File: src/rtl/digit_serial_adder_ctrl.sv
// rtl/digit_serial_adder_ctrl.sv - digit-serial add/subtract sequencer over a DIGIT-bit ripple-carry slice
module digit_serial_adder_ctrl #(
  parameter int WIDTH = 16,
  parameter int DIGIT = 4
) (
  input  logic             clk,
  input  logic             rst_n,
  input  logic             in_valid,
  output logic             in_ready,
  input  logic [WIDTH-1:0] a,
  input  logic [WIDTH-1:0] b,
  input  logic             cin,
  input  logic             sub,
  output logic             out_valid,
  input  logic             out_ready,
  output logic [WIDTH-1:0] sum,
  output logic             cout,
  output logic             ovf,
  output logic             busy
);

  localparam int NSLICE = WIDTH / DIGIT;
  localparam int CW = (NSLICE > 1) ? $clog2(NSLICE) : 1;
  localparam logic [CW-1:0] LAST = CW'(NSLICE - 1);

  typedef enum logic [1:0] {IDLE, RUN, DONE} state_t;

  state_t           state_q, state_d;
  logic [WIDTH-1:0] a_q, a_d, b_q, b_d, sum_q, sum_d;
  logic [CW-1:0]    cnt_q, cnt_d;
  logic             carry_q, carry_d, cout_q, cout_d, ovf_q, ovf_d;
  logic             out_valid_q, out_valid_d;

  logic [DIGIT-1:0] sa, sb, ss;
  logic [DIGIT:0]   rc;

  // One DIGIT-bit ripple-carry slice, fed from the registered carry.
  always_comb begin
    sa    = a_q[cnt_q*DIGIT +: DIGIT];
    sb    = b_q[cnt_q*DIGIT +: DIGIT];
    rc    = '0;
    ss    = '0;
    rc[0] = carry_q;
    for (int i = 0; i < DIGIT; i++) begin
      ss[i]   = sa[i] ^ sb[i] ^ rc[i];
      rc[i+1] = (sa[i] & sb[i]) | (rc[i] & (sa[i] ^ sb[i]));
    end
  end

  always_comb begin
    state_d     = state_q;
    a_d         = a_q;
    b_d         = b_q;
    sum_d       = sum_q;
    cnt_d       = cnt_q;
    carry_d     = carry_q;
    cout_d      = cout_q;
    ovf_d       = ovf_q;
    out_valid_d = out_valid_q;
    case (state_q)
      IDLE: begin
        if (in_valid) begin
          a_d     = a;
          b_d     = sub ? ~b : b;
          carry_d = sub ? 1'b1 : cin;
          sum_d   = '0;
          cnt_d   = '0;
          state_d = RUN;
        end
      end
      RUN: begin
        sum_d[cnt_q*DIGIT +: DIGIT] = ss;
        carry_d = rc[DIGIT];
        cnt_d   = cnt_q + 1'b1;
        if (cnt_q == LAST) begin
          cout_d  = rc[DIGIT];
          ovf_d   = (a_q[WIDTH-1] == b_q[WIDTH-1]) && (ss[DIGIT-1] != a_q[WIDTH-1]);
          cnt_d   = '0;
          state_d = DONE;
        end
      end
      DONE: begin
        // out_valid registers one cycle into DONE; the result is only consumed once it is visible.
        out_valid_d = 1'b1;
        if (out_valid_q && out_ready) begin
          out_valid_d = 1'b0;
          state_d     = IDLE;
        end
      end
      default: state_d = IDLE;
    endcase
  end

  always_ff @(posedge clk or negedge rst_n) begin
    if (!rst_n) begin
      state_q     <= IDLE;
      a_q         <= '0;
      b_q         <= '0;
      sum_q       <= '0;
      cnt_q       <= '0;
      carry_q     <= 1'b0;
      cout_q      <= 1'b0;
      ovf_q       <= 1'b0;
      out_valid_q <= 1'b0;
    end else begin
      state_q     <= state_d;
      a_q         <= a_d;
      b_q         <= b_d;
      sum_q       <= sum_d;
      cnt_q       <= cnt_d;
      carry_q     <= carry_d;
      cout_q      <= cout_d;
      ovf_q       <= ovf_d;
      out_valid_q <= out_valid_d;
    end
  end

  assign in_ready  = (state_q == IDLE);
  assign busy      = (state_q != IDLE);
  assign out_valid = out_valid_q;
  assign sum       = sum_q;
  assign cout      = cout_q;
  assign ovf       = ovf_q;

endmodule

File: config.mk
export PLATFORM = sky130hd
export DESIGN_NAME = digit_serial_adder_ctrl
export DESIGN_NICKNAME = d
export VERILOG_FILES = /design/src/rtl/digit_serial_adder_ctrl.sv
export SDC_FILE = /design/constraint.sdc
export NUM_CORES = 1
export LEC_CHECK = 0
export ABC_AREA = 1
export CAP_MARGIN = 20
export CORE_ASPECT_RATIO = 0.6
export CORE_UTILIZATION = 55
export CTS_CLUSTER_SIZE = 20
export DETAILED_ROUTE_END_ITERATION = 8
export PLACE_DENSITY = 0.92
export SYNTH_ARGS = -nofsm -noshare
export SYNTH_HDL_FRONTEND = slang
export SYNTH_SLANG_ARGS = --single-unit
File: constraint.sdc
create_clock -name clk -period 5.05 [get_ports clk]
set_input_delay 0.7575 -clock clk [delete_from_list [all_inputs] [get_ports clk]]
set_output_delay 0.7575 -clock clk [all_outputs]
set_load 0.01 [all_outputs]
==> impl_metrics.tcl <==
set metrics [dict create \
    clk_pin_slew_ps 100 \
    cts_htree_levels 2 \
    detail-route-antenna-nets 0 \
    p_total_uw 2200 \
    final_max_slew_viol_count 0 \
    ys_ff_latch 56 \
    synthDistinctLibCells 19 \
    worstMarginPinSlew_ps 876 \
    ctsHoldBuffers 0 \
    fin_nets 460 \
    multi_input_area_um2 1290 \
    hold_violations 0 \
    dp.cells 472 \
    syn-num-nets 409 \
    numCtsBuffers 5 \
    p_clk_frac 0.115 \
    crit_path_max_incr_delay_ps 680 \
    cp_top_family "adder cells" \
    yosys.cell_count.top_type "nand2_1" \
    cp.arrival_ps 3810 \
    switchingPower_uw 988 \
    gr-usage-all-layers 0.267 \
    end_kind "flop" \
    grt_pass1_wl_um 11100 \
    synth-edff-count 0 \
    hold_slack_ps 493 \
    wire_per_inst_um 13.5 \
    rsz0062_at_grt "no" \
    fmax_mhz 281 \
    io_pins 59 \
    seq_area_frac_synth 0.485 \
    yosysTopAreaCellShare 0.485 \
    first_iter_violations 305 \
    vias_per_cell 5.19 \
    finClkSkew_ps 10.1 \
    seqPwrFrac 0.364 \
    period_minus_slack_ps 3560 \
    setup_violations 0 \
    crit_chain "inv_2 > o211ai_1 > nand2_1 > fa_1 > fa_1 > fa_1 > fa_1 > nand2_1 > nor2_1 > nand2_1 > nand2_1" \
    ir_worst_vdd_uv 223 \
    pwr-share-comb 0.521 \
    synth_top_area_cell "dfrtp_1" \
    ys_async_sr_fraction 1.00 \
    cts.sinks 56 \
    io_buffers 58 \
    p_leak_uw 0.00187 \
    path_max_fanout 29 \
    start_util 0.572 \
    clockRootBuffer "clkbuf_8" \
    crit_slowest_cell "dfrtp_1" \
    tns_ps 0 \
    fin_cells 480 \
    synthToLayoutAreaGrowth_pct 22.6 \
    ys.flop_type "dfrtp_1" \
    p_sw_frac 0.450 \
    std_cell_rows 20 \
    crit_path_start_kind "flop" \
    intPower_uw 1210 \
    syn_avg_cell_area_um2 7.99 \
    grt_pass1_vias 2288 \
    post_cts_buffers 0 \
    syn_area_um2 2890 \
    vias 2491 \
    drt_first_pass_iters 5 \
    critPathKind "reg2reg" \
    insertion_delay_ps 310 \
    cp_data_required_time_ps 5300 \
    die_area_um2 5560 \
    status "finished clean" \
    overflow 0 \
    grt_max_degree 57 \
    seqCellArea_um2 1400 \
    antenna_found_initial 0 \
    synthCells 362 \
    tritoncts "yes" \
    cts_buffer_depth 2 \
    wl_um 6470 \
    post-dp-hpwl_um 4770 \
    synth_area_leaders "dfrtp_1, nand2_1, xor2_1" \
    powerDensity_nw_per_um2 619 \
    fillers 400 \
    post-route-drc-count 0 \
    relSlewSlack 0.414 \
    synthTopCellsByCount "nand2_1, dfrtp_1, nand3_1" \
    finalCritPeriodShare 0.706 \
    die_y_um 58.2 \
    coreArea_um2 5050 \
    post_cts_resized 0 \
    crit_buf_inv 1 \
    antenna_cells 0 \
    cap_violations 0 \
    hold_class "reg2reg" \
    finalWeightedCongestion 0.903 \
    drive_gt1_frac 0.0338 \
    synth_warnings 0 \
    die_x_um 95.6 \
]
==> area by class of cell <==
class / count / share of cell area
clock buffer: 7 / 0.0243
multi-input combinational: 265 / 0.363
inverter: 26 / 0.0275
sequential: 56 / 0.395
timing repair buffer: 59 / 0.164
clock inverter: 1 / 0.00212
tap: 66 / 0.0233
==> state kept, by name (all words and copies together), names as in the netlist <==
name	cells
ovf	1
out_valid	1
cout	1
b_q	16
cnt_q	2
a_q	16
carry_q	1
state_q	2
sum	16
==> through the flow <==
step	util	setup slack [ps]	instance area, µm²
final	0.701	1490	3550
after global placement	0.683	1690	3450
after detailed placement	0.683	1540	3450
after CTS	0.701	1540	3550
after global routing	0.701	1220	3550
after floorplan	-	2020	2890
==> logic make-up (layout without fill, tap and decap cells) <==
kind of cell / count (synthesis) / in the layout / synth area share
adders and majority gates: 9 / 9 / 0.0493
AOI/OAI and AO/OA: 20 / 20 / 0.0433
buffers and inverters: 41 / 93 / 0.0701
xor gates and xnor gates: 16 / 16 / 0.0485
DFF: 56 / 56 / 0.485
and+or+nand+nor: 220 / 220 / 0.304
==> worst register-to-register path, cell delays in order, from the launching register on <==
cell and delay [ps]:
dfrtp_1 680, inv_2 330, o211ai_1 250, nand2_1 100
fa_1 430, fa_1 390, fa_1 390, fa_1 570
nand2_1 100, nor2_1 130, nand2_1 70, nand2_1 80
==> metal layers <==
layer	wire [µm]	part of all wire	vias to the layer above	track usage
met5	0	0	-	0
met4	111	0.017	0	0.0768
met3	555	0.086	12	0.0538
met2	2610	0.40	127	0.371
met1	3190	0.49	1132	0.420
li1	-	-	1220	-
==> layout by cell type (no fill, tap or decap) <==
| cell | netlist | routed |
|---|---|---|
| dfrtp_1 | 56 | 56 |
| nor2_2 | 1 | 1 |
| clkinvlp_4 | 0 | 1 |
| nand2_1 | 166 | 166 |
| nor2_1 | 22 | 22 |
| clkdlybuf4s50_1 | 0 | 57 |
| clkbuf_8 | 0 | 6 |
| buf_4 | 5 | 1 |
| inv_2 | 2 | 2 |
| fa_1 | 4 | 4 |
| o211ai_1 | 10 | 10 |
| nand2_2 | 1 | 1 |
| buf_2 | 6 | 1 |
| clkbuf_1 | 1 | 1 |
| nand3_1 | 25 | 25 |
| nor2_4 | 1 | 1 |
| xor2_1 | 16 | 16 |
| o21ai_0 | 10 | 10 |
| nand4_1 | 4 | 4 |
| inv_1 | 24 | 24 |
| ha_1 | 5 | 5 |
==> power by group through the flow <==
stage | sequential, µW | clock (µW) | combinational (µW)
floorplan | 765 | 0 | 799
global placement | 797 | 0 | 1090
detailed placement | 799 | 0 | 1130
CTS | 796 | 254 | 1130
global route | 825 | 277 | 1320
finish | 799 | 253 | 1140
==> worst paths after layout <==
path                                           start  slack, ps                    to  cells after the start
worst min register to register    b_q[3]$_DFFE_PN0P_        490    b_q[3]$_DFFE_PN0P_                      2
worst min-delay path              b_q[3]$_DFFE_PN0P_        490    b_q[3]$_DFFE_PN0P_                      2
worst max register to register  cnt_q[0]$_DFFE_PN0P_       1490   sum[15]$_DFFE_PN0P_                     11
min in group asynchronous                      rst_n        570    a_q[6]$_DFFE_PN0P_                      2
worst max-delay path            cnt_q[0]$_DFFE_PN0P_       1490   sum[15]$_DFFE_PN0P_                     11
max in group asynchronous                      rst_n       4020  cnt_q[0]$_DFFE_PN0P_                      2
No activity file was read; power rests on OpenSTA's default activity.
